### config.mk
export PLATFORM = sky130hd
export DESIGN_NAME = register_file_mp
export DESIGN_NICKNAME = d
export VERILOG_FILES = /design/src/rtl/register_file_mp.sv
export SDC_FILE = /design/constraint.sdc
export NUM_CORES = 2
export LEC_CHECK = 0
export BUFFER_PORTS_ARGS = -buffer_cell sky130_fd_sc_hd__buf_2
export CAP_MARGIN = 20
export CELL_PAD_IN_SITES_DETAIL_PLACEMENT = 2
export CELL_PAD_IN_SITES_GLOBAL_PLACEMENT = 2
export CORE_ASPECT_RATIO = 0.8
export CORE_MARGIN = 4
export CORE_UTILIZATION = 35
export DETAILED_ROUTE_END_ITERATION = 10
export PLACE_DENSITY_LB_ADDON = 0.1
export SYNTH_ARGS = -nofsm -noshare
export SYNTH_HDL_FRONTEND = slang
export SYNTH_SLANG_ARGS = --single-unit
### constraint.sdc
create_clock -name clk -period 5.4 [get_ports clk]
set_clock_uncertainty 0.15 [all_clocks]
set_input_delay 1.08 -clock clk [delete_from_list [all_inputs] [get_ports clk]]
set_output_delay 1.08 -clock clk [all_outputs]
set_load 0.02 [all_outputs]
### src/rtl/register_file_mp.sv
// -----------------------------------------------------------------------------
// register_file_mp
// Multi-read-port register file with a single write port, optional hardwired
// zero register, optional write-to-read forwarding and a sequential clear
// engine that walks the whole array writing zeros, one entry per cycle.
//
// Ports
//   clk               single clock, all state changes on its rising edge
//   reset             asynchronous active-low reset (zeros array, FSM to IDLE)
//   reg_write_i       write enable
//   write_register_i  write address            [SIZE-1:0]
//   write_data_i      write data               [WIDTH-1:0]
//   read_register_i   packed read addresses    port k -> [k*SIZE +: SIZE]
//   read_data_o       packed read data         port k -> [k*WIDTH +: WIDTH]
//   clear_i           request to zero the whole array (accepted in IDLE only)
//   busy_o            high while the clear sequencer is walking the array
//   clear_done_o      one-cycle pulse in the cycle after the last entry clears
// -----------------------------------------------------------------------------
module register_file_mp #(
  parameter int WIDTH    = 32,
  parameter int SIZE     = 5,
  parameter int NUM_READ = 2,
  parameter int ZERO_REG = 1,
  parameter int BYPASS   = 1
) (
  input  logic                     clk,
  input  logic                     reset,
  input  logic                     reg_write_i,
  input  logic [SIZE-1:0]          write_register_i,
  input  logic [WIDTH-1:0]         write_data_i,
  input  logic [NUM_READ*SIZE-1:0] read_register_i,
  output logic [NUM_READ*WIDTH-1:0] read_data_o,
  input  logic                     clear_i,
  output logic                     busy_o,
  output logic                     clear_done_o
);

  localparam int              DEPTH    = 1 << SIZE;
  localparam logic [SIZE-1:0] LAST_IDX = SIZE'(DEPTH - 1);
  localparam logic [SIZE-1:0] ONE      = SIZE'(1);

  typedef enum logic [1:0] {
    IDLE  = 2'd0,
    CLEAR = 2'd1,
    DONE  = 2'd2
  } state_t;

  state_t          state_q, state_d;
  logic [SIZE-1:0] cnt_q, cnt_d;
  logic [WIDTH-1:0] regs_q [DEPTH];

  logic clear_accept;
  logic write_open;
  logic write_en;

  // A clear request only starts a sequence from IDLE; in DONE it is ignored.
  assign clear_accept = (state_q == IDLE) && clear_i;

  // Write is qualified outside CLEAR, never on the edge that accepts a clear,
  // and never while reset is held (also keeps forwarding quiet during reset).
  assign write_open = reset && reg_write_i &&
                      ((state_q == IDLE) || (state_q == DONE)) &&
                      !clear_accept;

  // Address 0 is never stored when it is the hardwired zero register.
  assign write_en = write_open &&
                    !((ZERO_REG != 0) && (write_register_i == '0));

  // ---------------------------------------------------------------------------
  // Clear FSM: state register
  // ---------------------------------------------------------------------------
  always_ff @(posedge clk or negedge reset) begin
    if (!reset) begin
      state_q <= IDLE;
      cnt_q   <= '0;
    end else begin
      state_q <= state_d;
      cnt_q   <= cnt_d;
    end
  end

  // ---------------------------------------------------------------------------
  // Clear FSM: next state
  // ---------------------------------------------------------------------------
  always_comb begin
    state_d = state_q;
    cnt_d   = cnt_q;
    case (state_q)
      IDLE: begin
        if (clear_i) begin
          state_d = CLEAR;
          cnt_d   = '0;
        end
      end
      CLEAR: begin
        // The counter returns to 0 on the final entry instead of wrapping
        // through, so it is already parked for the next clear.
        if (cnt_q == LAST_IDX) begin
          state_d = DONE;
          cnt_d   = '0;
        end else begin
          cnt_d = cnt_q + ONE;
        end
      end
      DONE: begin
        state_d = IDLE;
      end
      default: begin
        state_d = IDLE;
        cnt_d   = '0;
      end
    endcase
  end

  assign busy_o       = (state_q == CLEAR);
  assign clear_done_o = (state_q == DONE);

  // ---------------------------------------------------------------------------
  // Storage array. Asynchronous reset zeros every entry, so this maps to
  // flops rather than block RAM.
  // ---------------------------------------------------------------------------
  always_ff @(posedge clk or negedge reset) begin
    if (!reset) begin
      for (int i = 0; i < DEPTH; i++) begin
        regs_q[i] <= '0;
      end
    end else if (state_q == CLEAR) begin
      regs_q[cnt_q] <= '0;
    end else if (write_en) begin
      regs_q[write_register_i] <= write_data_i;
    end
  end

  // ---------------------------------------------------------------------------
  // Combinational read ports. Zero-register rule beats forwarding; forwarding
  // is inherently off in CLEAR because write_open is low there.
  // ---------------------------------------------------------------------------
  genvar gi;
  generate
    for (gi = 0; gi < NUM_READ; gi++) begin : g_read
      logic [SIZE-1:0] rd_addr;
      logic            rd_zero;
      logic            rd_fwd;

      assign rd_addr = read_register_i[gi*SIZE +: SIZE];
      assign rd_zero = (ZERO_REG != 0) && (rd_addr == '0);
      assign rd_fwd  = (BYPASS != 0) && write_open &&
                       (rd_addr == write_register_i);

      assign read_data_o[gi*WIDTH +: WIDTH] =
          rd_zero ? '0 :
          rd_fwd  ? write_data_i :
                    regs_q[rd_addr];
    end
  endgenerate

endmodule

==> metrics.cfg <==
[run_status]
outcome=complete, but fails checks
violations=negative setup slack

[clock_tree]
cts_resized=0
cts-root-buf=clkbuf_16
cts_buffers=117
cts_tree=built
clk_pin_slew_ps=60
cts_buffer_depth=3
clock-sinks=1031
hold_buffers=0
clk_latency_ps=770
postCtsSetupRepairBufs=0
ctsHtreeMaxLevel=3

[global_routing]
grtUsageTotal=0.340
grt_pass1_wl_um=389000
grt_max_degree=167
grt_pass1_vias=45917
antenna_found_initial=15
grt-ovfl-total=0

[sta]
slew_headroom=0.198
setup_ws_ps=-107
finalSetupViolations=1
max_freq_mhz=182
hold_viol_final=0
worstMarginPinSlew_ps=1200
slew_violations=0
grt_setup_unrepaired=false
finalWorstPathRequiredPeriod_ps=5510
fin_crit_sh=1.02
fin_hold_ws_ps=248

[drt]
wl_met2_um=120000
drtPass1Iterations=6
drt-total-wl_um=277000
via_count=44697
topRoutingLayerUsed=met5
wl_met3_um=22800
routed_via_density=7.05
drtAntennaViolNets=0
drtIter0Drc=5390
wl_met1_um=123000
wl_per_cell_um=43.6
drc_errors=0

[floorplan]
pin_count=117
rows=128
die_h_um=359
design.die.area_sq_um=161000
start_util=0.354
coreArea_sq_um=153000
die_w_um=447

[worst_setup_path]
cpMaxStageDelayCell=nor3_1
r2r-start=state_q[0]
startpoint=read_register_i[0]
cp-start-kind=input pin
slowest_delay_ps=820
crit_path_end_kind=output port
r2r_end=regs_q[260]
crit_required_ps=4170
cp_cell_sequence=buf_8 > buf_4 > mux4_2 > nor2_1 > nor4_1 > nor3_1 > nor3_1 > buf_4 > buf_2
crit_path_end=read_data_o[10]
critical_path_class=in -> out
critPathArrivalTime_ps=4280
cp_max_fo=21
reg2reg_slack_ps=1770
rr_worst_depth=6

[yosys]
postSynthAreaPerCell_sq_um=12.8
synth_top_area_cell=dfrtp_1
synthCells=4210
ys_top_cells_by_count=1,031 x dfrtp_1, 1,001 x a22o_1, 384 x clkbuf_1
netlist_area_sq_um=54000
yosysUniqueCellTypes=61
yosysMostFrequentCell=dfrtp_1
yosys.area.top_type_share=0.477
synthFlopType=dfrtp_1
synth_nets=4266
ys_seq_area_frac=0.477
synth-edff-count=0
ys_seq_elements=1031
yosysWarnings=0
async_flop_share=1.00
synth.area.top_cells=dfrtp_1 48%, a22o_1 16%, mux4_2 15%, mux2i_1 5.0%, clkbuf_1 2.7%

[power_and_ir_drop]
p_sw_mw=6.31
intPower_mw=13.6
p_per_area_nw_per_um2=319
clkPwrFrac=0.422
leakage_nw=27.8
pwr-share-comb=0.171
seq_power_share=0.407
ir_worst_vdd_mv=0.293
switching_share=0.317

[finish]
area_growth_pct=15.4
drive_gt1_frac=0.262
fillers=15193
nets=4286
final_cell_area_sq_um=62300

[placed_design]
hpwl_um=172000
port_buffers=116
placed_cell_area_sq_um=58400
gp_congestion=0.860

[flow_run]
maxCapViolCount=0

[worst_hold_path]
holdCritPathClass=in -> async

-- critical path, delay by kind of cell --
kind,cells,cell delay (ps)
and+or+nand+nor,4,1740
buffers and inverters,4,1110
muxes,1,290
-- per-layer routing --
layer,global-route usage,vias up
li1,-,16880
met1,0.501,25021
met2,0.493,2303
met3,0.0746,489
met4,0.114,4
met5,0,-
-- registers in the layout, indices dropped and copies added (netlist names) --
signal,count
regs_q,1024
cnt_q,5
state_q,2
-- area by class of cell --
cell class,count,area (sq um),area share
Antenna cell,5,12.5,0.000201
Multi-Input combinational cell,2621,26500,0.425
Sequential cell,1031,25800,0.414
Clock inverter,45,573,0.00919
Timing Repair Buffer,442,3560,0.0571
Tap cell,2015,2520,0.0404
Inverter,17,63.8,0.00102
Clock buffer,165,3320,0.0532
-- power by group through the flow --
stage	Combinational, mW	Sequential (mW)	Clock (mW)
after CTS	3.35	8.10	8.50
after detailed placement	3.34	8.23	0
after global routing	3.48	8.13	8.85
final	3.41	8.11	8.39
after floorplan	1.55	8.15	0
after global placement	3.31	8.23	0
-- worst min-delay path by stage --
stage                          start           to  slack (ps)  cells past startpoint
after floorplan           state_q[1]   state_q[0]         280                      1
after global placement    state_q[1]   state_q[0]         310                      1
after detailed placement  state_q[1]   state_q[0]         310                      1
after CTS                      reset  regs_q[319]         290                      2
after global routing           reset  regs_q[319]         300                      2
final                          reset  regs_q[319]         250                      2
-- layout by cell type, fill, tap and decap left out, types with 75 or more instances in the layout --
cell / instances
dfrtp_1: 1031
a22o_1: 1001
mux4_2: 356
buf_4: 291
mux2i_1: 272
clkbuf_16: 117
buf_2: 107
nor2_1: 93
nand2_1: 77
o22ai_1: 75
-- per-stage QoR --
| step | util | power, mW | cells | setup WS [ps] | TNS, ps |
|---|---|---|---|---|---|
| global placement | 0.382 | 11.5 | 6123 | 92.3 | 0 |
| CTS | 0.408 | 20.0 | 6334 | 118 | 0 |
| finish | 0.408 | 19.9 | 6341 | -107 | -107 |
| detailed placement | 0.382 | 11.6 | 6124 | 125 | 0 |
| floorplan | - | 9.70 | 4210 | 1200 | 0 |
| global route | 0.408 | 20.5 | 6337 | 37.5 | 0 |
-- kinds of logic after synthesis --
| logic type | Yosys count | share of synthesized area |
|---|---|---|
| buffers and inverters | 558 | 0.0440 |
| xor gates and xnor gates | 12 | 0.00194 |
| and+or+nand+nor | 434 | 0.0401 |
| adders and majority gates | 5 | 0.00116 |
| DFF | 1031 | 0.477 |
| muxes | 687 | 0.211 |
| AOI/OAI and AO/OA | 1483 | 0.224 |
No activity file was read; power rests on OpenSTA's default activity.
